## config.mk

```make
export PLATFORM = sky130hd
export DESIGN_NAME = action_lu_seq
export DESIGN_NICKNAME = d
export VERILOG_FILES = /design/src/rtl/action_lu_seq.sv
export SDC_FILE = /design/constraint.sdc
export NUM_CORES = 1
export LEC_CHECK = 0
export CELL_PAD_IN_SITES_DETAIL_PLACEMENT = 1
export CELL_PAD_IN_SITES_GLOBAL_PLACEMENT = 2
export CORE_MARGIN = 5
export CORE_UTILIZATION = 44
export DETAILED_ROUTE_END_ITERATION = 10
export DONT_BUFFER_PORTS = 1
export GPL_TIMING_DRIVEN = 0
export PLACE_DENSITY = 0.94
export SLEW_MARGIN = 10
export SYNTH_ARGS = -nofsm -noshare
export SYNTH_HDL_FRONTEND = slang
export SYNTH_SLANG_ARGS = --single-unit
```

## constraint.sdc

```tcl
create_clock -name clk -period 6.3 [get_ports clk]
set_input_delay 1.26 -clock clk [delete_from_list [all_inputs] [get_ports clk]]
set_output_delay 1.26 -clock clk [all_outputs]
set_load 0.05 [all_outputs]
```

## src/rtl/action_lu_seq.sv

```systemverilog
// Sequential per-field action unit: captures a header, walks its fields one per
// clock applying each field's action, then holds the result until downstream accepts.
module action_lu_seq #(
   parameter int WIDTH      = 8,
   parameter int NUM_FIELDS = 4
) (
   input  logic                          clk,
   input  logic                          rst,
   input  logic                          in_valid,
   output logic                          in_ready,
   input  logic [NUM_FIELDS*WIDTH-1:0]   in_header,
   input  logic [NUM_FIELDS-1:0]         in_bitmap,
   input  logic [NUM_FIELDS*4-1:0]       in_control,
   input  logic [NUM_FIELDS*WIDTH-1:0]   in_data,
   output logic                          out_valid,
   input  logic                          out_ready,
   output logic [NUM_FIELDS*WIDTH-1:0]   out_header,
   output logic [NUM_FIELDS-1:0]         out_bitmap,
   output logic                          out_error,
   output logic [1:0]                    o_dbg_state
);

   // Handshake: a transfer happens on a rising edge where valid and ready are both 1.
   localparam int IW = (NUM_FIELDS > 1) ? $clog2(NUM_FIELDS) : 1;
   localparam logic [IW-1:0] LAST_IDX = IW'(NUM_FIELDS - 1);

   typedef enum logic [1:0] {
      S_IDLE = 2'd0,
      S_RUN  = 2'd1,
      S_DONE = 2'd2
   } state_t;

   state_t                r_state;
   state_t                w_next;
   logic [WIDTH-1:0]      r_field [NUM_FIELDS];
   logic [WIDTH-1:0]      r_data  [NUM_FIELDS];
   logic [3:0]            r_ctrl  [NUM_FIELDS];
   logic [NUM_FIELDS-1:0] r_bitmap;
   logic                  r_error;
   logic [IW-1:0]         r_idx;

   logic [WIDTH-1:0]      w_cur_f;
   logic [WIDTH-1:0]      w_new_f;
   logic                  w_cur_b;
   logic                  w_new_b;
   logic                  w_err;

   always_ff @(posedge clk) begin
      if (rst) r_state <= S_IDLE;
      else     r_state <= w_next;
   end

   always_comb begin
      w_next = r_state;
      case (r_state)
         S_IDLE:  if (in_valid)            w_next = S_RUN;
         S_RUN:   if (r_idx == LAST_IDX)   w_next = S_DONE;
         S_DONE:  if (out_ready)           w_next = S_IDLE;
         default:                          w_next = S_IDLE;
      endcase
   end

   // in_ready is gated by rst so nothing looks acceptable while reset is applied.
   always_comb begin
      in_ready    = (r_state == S_IDLE) && !rst;
      out_valid   = (r_state == S_DONE);
      o_dbg_state = r_state;
   end

   always_comb begin
      w_cur_f = r_field[r_idx];
      w_cur_b = r_bitmap[r_idx];
      w_new_f = w_cur_f;
      w_new_b = w_cur_b;
      w_err   = 1'b0;
      case (r_ctrl[r_idx])
         4'b0000: ;
         4'b0001: w_new_b = 1'b0;
         4'b0010: begin
            w_new_f = r_data[r_idx];
            w_new_b = 1'b1;
         end
         4'b0011: begin
            if (w_cur_b) w_new_f = w_cur_f + WIDTH'(1);
            else         w_err   = 1'b1;
         end
         4'b0100: begin
            if (!w_cur_b)               w_err   = 1'b1;
            else if (w_cur_f != '0)     w_new_f = w_cur_f - WIDTH'(1);
         end
         default: begin
            w_new_f = '0;
            w_new_b = 1'b0;
            w_err   = 1'b1;
         end
      endcase
   end

   always_ff @(posedge clk) begin
      if (rst) begin
         for (int i = 0; i < NUM_FIELDS; i++) begin
            r_field[i] <= '0;
            r_data[i]  <= '0;
            r_ctrl[i]  <= '0;
         end
         r_bitmap <= '0;
         r_error  <= 1'b0;
         r_idx    <= '0;
      end else begin
         case (r_state)
            S_IDLE: begin
               if (in_valid) begin
                  for (int i = 0; i < NUM_FIELDS; i++) begin
                     r_field[i] <= in_header[i*WIDTH +: WIDTH];
                     r_data[i]  <= in_data[i*WIDTH +: WIDTH];
                     r_ctrl[i]  <= in_control[i*4 +: 4];
                  end
                  r_bitmap <= in_bitmap;
                  r_error  <= 1'b0;
                  r_idx    <= '0;
               end
            end
            S_RUN: begin
               r_field[r_idx]  <= w_new_f;
               r_bitmap[r_idx] <= w_new_b;
               r_error         <= r_error | w_err;
               r_idx           <= (r_idx == LAST_IDX) ? '0 : r_idx + IW'(1);
            end
            default: ;
         endcase
      end
   end

   always_comb begin
      out_header = '0;
      for (int i = 0; i < NUM_FIELDS; i++) out_header[i*WIDTH +: WIDTH] = r_field[i];
      out_bitmap = r_bitmap;
      out_error  = r_error;
   end

endmodule

```

==> impl_metrics.json <==
{
  "status": "complete, no violations",
  "hpwl_mm": 11.2,
  "maxSlewHeadroom_pct": 33.3,
  "critPathLaunchType": "primary input",
  "ys_ff_latch": 91,
  "cts.sinks": 91,
  "peakVddDrop_v": 0.000150,
  "syn-cell-area_sq_um": 5010,
  "max_freq_mhz": 245,
  "post-cts-setup-buffers": 0,
  "drt_wl_total_mm": 14.5,
  "setup_tns_ns": 0,
  "htree_num_levels": 3,
  "async_reset_ff_share_pct": 0,
  "clock_latency_ns": 0.35,
  "die_w_um": 117,
  "clockRootBuffer": "clkbuf_16",
  "initial_core_util_pct": 44.4,
  "path_class": "primary input to output pin",
  "worst_ep_arrival_time_ns": 2.82,
  "cp.required_ns": 5.04,
  "postLayoutCoreUtil_pct": 48.6,
  "power_density_nw_per_um2": 286,
  "antenna_found_initial": 1,
  "grt_pass1_wl_mm": 22.0,
  "worst_pin_slew_ns": 0.998,
  "synthFlopType": "edfxtp_1",
  "coreArea_sq_um": 11300,
  "grt_setup_unrepaired": "no",
  "yosysSeqAreaShare_pct": 52.3,
  "yosysWarnings": 0,
  "via_per_inst": 6.24,
  "dr.pass1.iters": 4,
  "end_kind": "output pin",
  "drive_gt1_share_pct": 12.9,
  "r2r_slack_ns": 2.97,
  "avgSynthCellArea_sq_um": 11.8,
  "r2r_end": "r_field[3][5]$_DFFE_PP_",
  "grt_pass1_vias": 4017,
  "grt-ovfl-total": 0,
  "drv_slew": 0,
  "ant_nets": 0,
  "setup_viol": 0,
  "grt_usage_pct": 21.7,
  "drc": 0,
  "avgRoutedWirePerCell_um": 24.8,
  "fin_nets": 532,
  "cts.clk_slew.worst_paths_ns": 0.07,
  "cts_resized": 0,
  "worstPathMaxFanout": 10,
  "rows": 39,
  "crit_end": "in_ready",
  "worst_r2r_path_depth": 10,
  "syn-num-nets": 520,
  "clockBufferDepth": 2,
  "via_count": 3653,
  "die_h_um": 117,
  "synth_edf_count": 80,
  "syn2layout_area_growth_pct": 9.37,
  "cts_made_buffers": 9,
  "fin_crit_ns": 4.08,
  "io_pins": 129,
  "startpoint": "rst",
  "drtIter0Drc": 283,
  "cap_violations": 0,
  "clock_skew_ns": 0.0106,
  "grt_max_degree": 27,
  "hp-class": "flop to flop",
  "synth_cell_types": 52,
  "port_buffers": 0,
  "final-hold-violation-count": 0,
  "netlist_top_cells_area": "edfxtp_1 (48%), mux4_2 (9.0%), and3_1 (6.2%)",
  "synth_top_area_share_pct": 48.0,
  "synth.largest_area_cell": "edfxtp_1",
  "yosys-top-cells-count": "edfxtp_1 (80), nand2_1 (55), and3_1 (50)",
  "gp_congestion": 0.847,
  "holdBufCountCts": 0,
  "syn_inst": 425,
  "fp.dieArea_sq_um": 13600,
  "cts_tree": "done",
  "period_share_pct": 64.8,
  "yosysMostFrequentCell": "edfxtp_1",
  "nFillCells": 1193,
  "p_leak_nw": 2.06
}
## cell type report
type,count,area [sq um],area share [%]
sequential,91,2620,47.9
multi-input combinational,295,2210,40.4
clock buffer,10,229,4.18
tap,143,179,3.27
buffer,30,140,2.56
inverter,9,33.8,0.617
clock inverter,5,31.3,0.571
timing repair buffer,1,27.5,0.502
antenna,1,2.50,0.0457
## cell families (layout without fill, tap and decap cells)
kind of cell	after synthesis	in the layout	synth area share, %
muxes	27	27	10.8
adders and majority gates	7	7	1.75
buffers and inverters	39	55	3.47
AOI/OAI and AO/OA	70	70	10.5
other	0	1	0
xor gates and xnor gates	3	3	0.525
and+or+nand+nor	188	188	20.7
DFF	91	91	52.3
## flip-flops by register name, indices dropped and copies added (netlist names), named ones only
name	count
r_ctrl	16
r_field	32
r_data	32
out_error	1
o_dbg_state	2
out_bitmap	4
r_idx	2
## cell usage in the layout, fill, tap and decap left out, drive strengths merged, types with 3 or more instances in the layout
master / n
dfxtp: 11
nand2: 55
a21boi: 3
o211ai: 10
mux2i: 4
ha: 7
a21oi: 8
clkbuf: 29
o21bai: 5
nand3: 22
a31oi: 3
nor2b: 6
o221ai: 20
and3: 50
mux4: 21
nand4: 9
and2: 4
buf: 12
edfxtp: 80
nor3: 3
nor2: 14
o21ai: 8
clkinv: 5
a22oi: 4
inv: 9
nand2b: 10
## critical path, stage by stage
cell and delay [ns]:
clkbuf_1 0.21, nor3_1 0.57, clkbuf_1 0.77
## power breakdown
| group | internal (mW) | switching [mW] | leakage, nW |
|---|---|---|---|
| Sequential | 0.713 | 0.101 | 0.959 |
| Combinational | 0.0931 | 0.170 | 0.971 |
| Clock | 0.264 | 0.225 | 0.130 |
## worst min-delay path by stage
stage / start / endpoint / slack (ns) / cells past startpoint
6_report: r_idx[1]$_SDFFE_PP0P_ / flop / 0.67 / 2
5_1_grt: r_idx[0]$_SDFFE_PP0P_ / r_idx[0]$_SDFFE_PP0P_ / 0.73 / 2
4_1_cts: r_idx[1]$_SDFFE_PP0P_ / flop / 0.67 / 2
3_5_place_dp: r_idx[1]$_SDFFE_PP0P_ / flop / 0.66 / 2
3_3_place_gp: r_idx[1]$_SDFFE_PP0P_ / r_idx[1]$_SDFFE_PP0P_ / 0.64 / 2
2_1_floorplan: r_idx[1]$_SDFFE_PP0P_ / flop / 0.59 / 2
## per-stage QoR
stage	setup WS (ns)	hold slack, ns	area, sq um	instances	total power [mW]
floorplan	2.74	0.591	5010	425	1.01
global placement	2.25	0.638	5190	568	1.07
detailed placement	2.22	0.658	5220	569	1.09
CTS	2.22	0.672	5480	584	1.58
global route	2.12	0.727	5480	585	1.63
finish	2.22	0.674	5480	585	1.57
## layer usage
layer | vias up | track usage, % | part of all wire, %
li1 | 1686 | - | -
met1 | 1816 | 27.2 | 41
met2 | 136 | 36.5 | 49
met3 | 15 | 5.03 | 8.1
met4 | 0 | 8.10 | 1.3
met5 | - | 0 | 0
(Power assumes the default switching activity.)
